==> config.mk <==
export PLATFORM = sky130hd
export DESIGN_NAME = ap_ctrl_perf_monitor
export DESIGN_NICKNAME = d
export VERILOG_FILES = /design/src/rtl/ap_ctrl_perf_monitor.sv
export SDC_FILE = /design/constraint.sdc
export NUM_CORES = 2
export LEC_CHECK = 0
export CAP_MARGIN = 20
export CORE_ASPECT_RATIO = 0.9
export CORE_MARGIN = 2
export CORE_UTILIZATION = 40
export DETAILED_ROUTE_END_ITERATION = 8
export GPL_ROUTABILITY_DRIVEN = 0
export PLACE_DENSITY = 0.67
export SETUP_SLACK_MARGIN = 0.05
export SYNTH_ARGS = -nofsm -noshare
export SYNTH_HDL_FRONTEND = slang
export SYNTH_SLANG_ARGS = --single-unit
==> constraint.sdc <==
create_clock -name clock -period 41.2 [get_ports clock]
set_input_delay 8.24 -clock clock [delete_from_list [all_inputs] [get_ports clock]]
set_output_delay 8.24 -clock clock [all_outputs]
set_load 0.02 [all_outputs]
==> src/rtl/ap_ctrl_perf_monitor.sv <==
// ap_ctrl_perf_monitor
//
// Multi-channel performance monitor for ap_ctrl_hs style handshakes. For each
// channel it timestamps accepted starts into a small FIFO. Each accepted done
// retires the oldest outstanding start. From these events it accumulates the
// transaction count, latency min/max/sum and start-interval min/max.
//
// Ports:
//   clock        sole clock, rising edge
//   reset        asynchronous active-high reset
//   enable       event sampling enable (timestamp counter always runs)
//   clear        synchronous clear of statistics, sticky flags and freeze
//   finish       level; sets the sticky freeze state
//   ap_start     per-channel start
//   ap_ready     per-channel ready
//   ap_done      per-channel done
//   ap_continue  per-channel continue
//   rd_ch        readout channel select
//   rd_sel       readout field select
//   rd_data      registered readout, zero-extended
//   frozen       registered freeze state
//   any_error    registered OR of all sticky overflow/underflow flags
module ap_ctrl_perf_monitor #(
    parameter int NUM_CH = 4,
    parameter int DEPTH  = 4,
    parameter int TS_W   = 32,
    parameter int SUM_W  = 48
) (
    input  logic                                          clock,
    input  logic                                          reset,
    input  logic                                          enable,
    input  logic                                          clear,
    input  logic                                          finish,
    input  logic [NUM_CH-1:0]                             ap_start,
    input  logic [NUM_CH-1:0]                             ap_ready,
    input  logic [NUM_CH-1:0]                             ap_done,
    input  logic [NUM_CH-1:0]                             ap_continue,
    input  logic [((NUM_CH > 1) ? $clog2(NUM_CH) : 1)-1:0] rd_ch,
    input  logic [2:0]                                    rd_sel,
    output logic [SUM_W-1:0]                              rd_data,
    output logic                                          frozen,
    output logic                                          any_error
);

    localparam int PTR_W = $clog2(DEPTH);
    localparam int CNT_W = PTR_W + 1;
    localparam int SUM_X = SUM_W + 1;

    logic [TS_W-1:0]  ts;
    logic             freeze;
    logic             active;

    logic [TS_W-1:0]  mem [NUM_CH][DEPTH];
    logic [PTR_W-1:0] rd_ptr [NUM_CH];
    logic [PTR_W-1:0] wr_ptr [NUM_CH];
    logic [CNT_W-1:0] occ [NUM_CH];

    logic [TS_W-1:0]  txn_count [NUM_CH];
    logic [TS_W-1:0]  lat_min [NUM_CH];
    logic [TS_W-1:0]  lat_max [NUM_CH];
    logic [SUM_W-1:0] lat_sum [NUM_CH];
    logic [TS_W-1:0]  ii_min [NUM_CH];
    logic [TS_W-1:0]  ii_max [NUM_CH];
    logic [TS_W-1:0]  last_start [NUM_CH];
    logic [NUM_CH-1:0] has_start;
    logic [NUM_CH-1:0] ovf;
    logic [NUM_CH-1:0] unf;

    logic [NUM_CH-1:0] start_ev;
    logic [NUM_CH-1:0] done_ev;
    logic [NUM_CH-1:0] is_empty;
    logic [NUM_CH-1:0] is_full;
    logic [NUM_CH-1:0] push;
    logic [NUM_CH-1:0] pop;
    logic [NUM_CH-1:0] lat_vld;
    logic [NUM_CH-1:0] ovf_set;
    logic [NUM_CH-1:0] unf_set;
    logic [NUM_CH-1:0] ovf_nxt;
    logic [NUM_CH-1:0] unf_nxt;
    logic [TS_W-1:0]  lat_val [NUM_CH];
    logic [TS_W-1:0]  ii_val [NUM_CH];
    logic [SUM_X-1:0] sum_ext [NUM_CH];
    logic [SUM_W-1:0] sum_nxt [NUM_CH];
    logic [SUM_W-1:0] rd_next;

    // finish gates events in the very cycle it is raised, not only once the
    // freeze flag has been registered.
    assign active   = enable & ~freeze & ~finish;
    assign start_ev = {NUM_CH{active}} & ap_start & ap_ready;
    assign done_ev  = {NUM_CH{active}} & ap_done & ap_continue;

    // Sticky flags are computed ahead of the register so any_error can be
    // registered from the same next-state and appear one cycle after the cause.
    assign ovf_nxt = clear ? '0 : (ovf | ovf_set);
    assign unf_nxt = clear ? '0 : (unf | unf_set);

    assign frozen = freeze;

    // Per-channel event decode. A done on an empty FIFO paired with a start is
    // a zero-latency bypass that leaves the FIFO untouched; a start paired with
    // a done on a full FIFO replaces the head slot, so occupancy holds.
    always_comb begin
        for (int c = 0; c < NUM_CH; c++) begin
            is_empty[c] = (occ[c] == '0);
            is_full[c]  = (occ[c] == CNT_W'(DEPTH));
            push[c]     = start_ev[c] & (done_ev[c] ? ~is_empty[c] : ~is_full[c]);
            pop[c]      = done_ev[c] & ~is_empty[c];
            lat_vld[c]  = done_ev[c] & (~is_empty[c] | start_ev[c]);
            ovf_set[c]  = start_ev[c] & ~done_ev[c] & is_full[c];
            unf_set[c]  = done_ev[c] & ~start_ev[c] & is_empty[c];
            lat_val[c]  = is_empty[c] ? '0 : (ts - mem[c][rd_ptr[c]]);
            ii_val[c]   = ts - last_start[c];
            sum_ext[c]  = {1'b0, lat_sum[c]} + SUM_X'(lat_val[c]);
            sum_nxt[c]  = sum_ext[c][SUM_W] ? '1 : sum_ext[c][SUM_W-1:0];
        end
    end

    // Free-running timestamp, wraps modulo 2^TS_W.
    always_ff @(posedge clock or posedge reset) begin
        if (reset) begin
            ts <= '0;
        end else begin
            ts <= ts + TS_W'(1);
        end
    end

    // Timestamp storage has no reset; occupancy alone decides what is valid.
    always_ff @(posedge clock) begin
        for (int c = 0; c < NUM_CH; c++) begin
            if (push[c]) begin
                mem[c][wr_ptr[c]] <= ts;
            end
        end
    end

    // FIFO pointers and occupancy. clear does not touch these so that
    // in-flight transactions still retire with their true latency.
    always_ff @(posedge clock or posedge reset) begin
        if (reset) begin
            for (int c = 0; c < NUM_CH; c++) begin
                rd_ptr[c] <= '0;
                wr_ptr[c] <= '0;
                occ[c]    <= '0;
            end
        end else begin
            for (int c = 0; c < NUM_CH; c++) begin
                if (push[c]) begin
                    wr_ptr[c] <= wr_ptr[c] + PTR_W'(1);
                end
                if (pop[c]) begin
                    rd_ptr[c] <= rd_ptr[c] + PTR_W'(1);
                end
                if (push[c] && !pop[c]) begin
                    occ[c] <= occ[c] + CNT_W'(1);
                end else if (pop[c] && !push[c]) begin
                    occ[c] <= occ[c] - CNT_W'(1);
                end
            end
        end
    end

    // Statistics. clear wins over events of the same cycle.
    always_ff @(posedge clock or posedge reset) begin
        if (reset) begin
            for (int c = 0; c < NUM_CH; c++) begin
                txn_count[c]  <= '0;
                lat_min[c]    <= '1;
                lat_max[c]    <= '0;
                lat_sum[c]    <= '0;
                ii_min[c]     <= '1;
                ii_max[c]     <= '0;
                last_start[c] <= '0;
            end
            has_start <= '0;
        end else if (clear) begin
            for (int c = 0; c < NUM_CH; c++) begin
                txn_count[c] <= '0;
                lat_min[c]   <= '1;
                lat_max[c]   <= '0;
                lat_sum[c]   <= '0;
                ii_min[c]    <= '1;
                ii_max[c]    <= '0;
            end
            has_start <= '0;
        end else begin
            for (int c = 0; c < NUM_CH; c++) begin
                if (lat_vld[c]) begin
                    if (txn_count[c] != '1) begin
                        txn_count[c] <= txn_count[c] + TS_W'(1);
                    end
                    if (lat_val[c] < lat_min[c]) begin
                        lat_min[c] <= lat_val[c];
                    end
                    if (lat_val[c] > lat_max[c]) begin
                        lat_max[c] <= lat_val[c];
                    end
                    lat_sum[c] <= sum_nxt[c];
                end
                if (start_ev[c]) begin
                    if (has_start[c]) begin
                        if (ii_val[c] < ii_min[c]) begin
                            ii_min[c] <= ii_val[c];
                        end
                        if (ii_val[c] > ii_max[c]) begin
                            ii_max[c] <= ii_val[c];
                        end
                    end
                    last_start[c] <= ts;
                    has_start[c]  <= 1'b1;
                end
            end
        end
    end

    // Sticky flags, freeze state and the error summary.
    always_ff @(posedge clock or posedge reset) begin
        if (reset) begin
            ovf       <= '0;
            unf       <= '0;
            freeze    <= 1'b0;
            any_error <= 1'b0;
        end else begin
            ovf       <= ovf_nxt;
            unf       <= unf_nxt;
            any_error <= |(ovf_nxt | unf_nxt);
            if (clear) begin
                freeze <= 1'b0;
            end else if (finish) begin
                freeze <= 1'b1;
            end
        end
    end

    // Readout field select; out-of-range channels read as zero.
    always_comb begin
        rd_next = '0;
        if (int'(rd_ch) < NUM_CH) begin
            case (rd_sel)
                3'd0:    rd_next = SUM_W'(txn_count[rd_ch]);
                3'd1:    rd_next = SUM_W'(lat_min[rd_ch]);
                3'd2:    rd_next = SUM_W'(lat_max[rd_ch]);
                3'd3:    rd_next = lat_sum[rd_ch];
                3'd4:    rd_next = SUM_W'(ii_min[rd_ch]);
                3'd5:    rd_next = SUM_W'(ii_max[rd_ch]);
                3'd6:    rd_next = SUM_W'(occ[rd_ch]);
                3'd7:    rd_next = SUM_W'({unf[rd_ch], ovf[rd_ch]});
                default: rd_next = '0;
            endcase
        end
    end

    always_ff @(posedge clock or posedge reset) begin
        if (reset) begin
            rd_data <= '0;
        end else begin
            rd_data <= rd_next;
        end
    end

endmodule

==> impl_results.md <==
* Tcrit/Tclk final at 0.289
* Root buf cell: clkbuf_16
* Crit start category: input pin
* Status: completed
* Reg2Reg Depth at 23
* Worst-path cell chain: clkdlybuf4s50_1 > inv_8 > buf_12 > buf_4 > buf_12 > buf_4
* Setup WS post-layout at 29.31 ns
* FP Rows at about 180
* Slew Viols, Final at 0
* Commonest non-fill, non-tap cell in the layout: ha_1
* Largest net degree at the start of global routing at roughly 180
* Die H at approximately 480 um
* Skew-Pair Late Insertion Delay at roughly 0.87 ns
* Crit. Startpoint: reset
* Setup violations, final at 0
* Vias at 81700
* CP max FO at 168
* Post-synth net total at between 10000 and 15000
* First-pass GRT wire length at 509 mm
* CTS Buf Count at 180
* Post-CTS Hold Buffers at 0
* Post-route minimum period at 11.89 ns
* Post-Place Setup Slack at ~28 ns
* Worst-Margin Slew at roughly 1.3 ns
* Fin cells at between 10000 and 15000
* Nets at about 11000
* Vias/cell at just over 6
* Main flop type after synthesis: dfrtp_1
* Vias in the first global route at 77900
* TritonCTS clock tree: done
* Crit path largest cell delay at 0.88 ns
* CP max stage cell: buf_4
* Register area share after synthesis at 0.422
* Max-Cap Viols at 0
* CP endpoint kind: async pin
* Reg-to-Reg Start: rd_ptr[0]$_DFFE_PP0P_
* Post-route cell area at 113000 um^2
* Fin Setup TNS at 0 ns
* R2R Path End: lat_max[31]$_DFFE_PP0P_
* Die Footprint at ~260000 um^2
* Fin. Hold Viols at 0
* DR DRC count at 0
* Post-DRT Antenna Nets at 0
* Iteration-0 DRC Markers at between 10000 and 15000
* Most frequent cells in the layout: ha_1 (918), inv_1 (910), nor2_1 (875), dfrtp_1 (822), nand2_1 (678)
* Wire per inst at 25.8 um
* Peak Freq at 0.0841 GHz
* Cell area after synthesis at ~100000 um^2
* Pwr/cell area at between 50 and 60 nW/um^2
* Share of cells above drive strength 1 at 0.121
* Flop-to-flop setup slack at between 30 and 40 ns
* Clk sink count at 1594
* GR Overflow Total at 0
* DRT Pass-1 Iters at 7
* Die X at 534 um
* Clock-pin slew on the worst setup and hold paths at 0.06 ns
* Setup Buffers After CTS at 0
* Post-CTS sizing at 0
* Final core occ at 0.448
* Max clock buf depth at 3
* Placed Instances at 13100
* Worst slew margin at 0.109
* Syn Inst Count at just under 10000
* RSZ-0062 raised after global routing: no
* H-tree level count at 4
* Pleak at 51.1 nW
* Dpl cell area at roughly 110000 um^2
* Min-delay worst type: flop to flop
* Initial antenna violation count at 15
* PortBufs at between 70 and 80
* Critical Path End: rd_ptr[0]$_DFFE_PP0P_
* Core box area at around 250000 um^2
* EDFF count, synth at around 510
* # IOs at 76
* Clock Skew at between 0.04 and 0.05 ns
* Area grow syn2layout at 11.5%
* Syn. warnings at 0
* Critical Path RT at 41.98 ns
* Initial Utilization at 0.402
* Yosys reg bits at 1594
* Mapped Avg Cell Area at about 10 um^2
* Synth cell types at 100
* Critical path data arrival time at around 13 ns
* Ys async rst share at 0.679
* Total Routed Length at roughly 350 mm
* Critical path type: input pin to async pin
* Max VDD drop at between 0.03 and 0.04 mV
* Gr usage total at 0.264
* Post-DP HPWL at 259 mm
## report_power, final
group          switching [W]  total [W]  internal, W
clock               0.000705    0.00169     0.000981
combinational        0.00205    0.00312      0.00107
sequential         0.0000595    0.00176      0.00170
total                0.00282    0.00657      0.00375
## layout make-up
class	instances	area [um^2]
fillers	22900	139000
multi-input cells	6909	53800
flip-flops and latches	1594	42800
clock buffers	245	5080
well taps	3363	4210
inverters	912	3440
repair buffers	298	2610
clock inverters	89	1050
diodes	6	15.0
## metrics by stage
stage               power (W)  hold slack [ns]
CTS                   0.00644            0.502
global route          0.00686            0.525
detailed placement    0.00475            0.489
floorplan             0.00364            0.464
global placement      0.00464            0.480
finish                0.00657            0.500
## how the worst min path moves through the flow
stage	startpoint	end	slack [ns]	cells past startpoint
3_5_place_dp	has_start[2]$_DFFE_PP0P_	has_start[2]$_DFFE_PP0P_	0.49	2
4_1_cts	has_start[2]$_DFFE_PP0P_	has_start[2]$_DFFE_PP0P_	0.50	2
5_1_grt	has_start[0]$_DFFE_PP0P_	has_start[0]$_DFFE_PP0P_	0.53	2
2_1_floorplan	lat_sum[128]$_DFFE_PP0P_	lat_sum[128]$_DFFE_PP0P_	0.46	1
3_3_place_gp	has_start[2]$_DFFE_PP0P_	has_start[2]$_DFFE_PP0P_	0.48	2
6_report	has_start[2]$_DFFE_PP0P_	has_start[2]$_DFFE_PP0P_	0.50	2
## cells by family after synthesis
| family | count (synthesis) | synth area share |
|---|---|---|
| mux | 652 | 0.107 |
| simple gates | 2624 | 0.121 |
| compound gates | 2205 | 0.142 |
| flops | 1594 | 0.422 |
| buf+inv | 1321 | 0.0493 |
| fa+ha+maj | 934 | 0.117 |
| xor+xnor | 494 | 0.0427 |
## registers in the layout, summed over array words and instances (netlist names)
register and cells:
lat_min 128, rd_data 48, has_start 4, ts 32, txn_count 128, frozen 1, last_start 128, lat_max 128
any_error 1, rd_ptr 8, unf 4, ii_min 128, ovf 4, wr_ptr 8, mem 512, lat_sum 192
occ 12, ii_max 128
## cells in the mapped netlist, types with 290 or more instances
cell,n,area (um^2)
mux4_2,341,7680
inv_1,912,3420
edfxtp_1,512,15400
clkbuf_1,334,1250
o21ai_0,466,2330
nor2_1,879,3300
nand2_1,678,2540
dfrtp_1,826,20700
a21o_1,290,2180
a21oi_1,552,2760
ha_1,918,11500
mux2i_1,293,2930
## layer usage
| layer | track usage | vias up | part of all wire |
|---|---|---|---|
| li1 | - | 35800 | - |
| met1 | 0.366 | 40700 | 0.41 |
| met2 | 0.373 | 4535 | 0.41 |
| met3 | 0.0806 | 668 | 0.13 |
| met4 | 0.125 | 14 | 0.054 |
| met5 | 0 | - | 0.00027 |
## critical path: cells and delay by family
kind	cells	cell delay [ns]
buffers and inverters	6	4.07
Power figures use the tool's default switching activity.
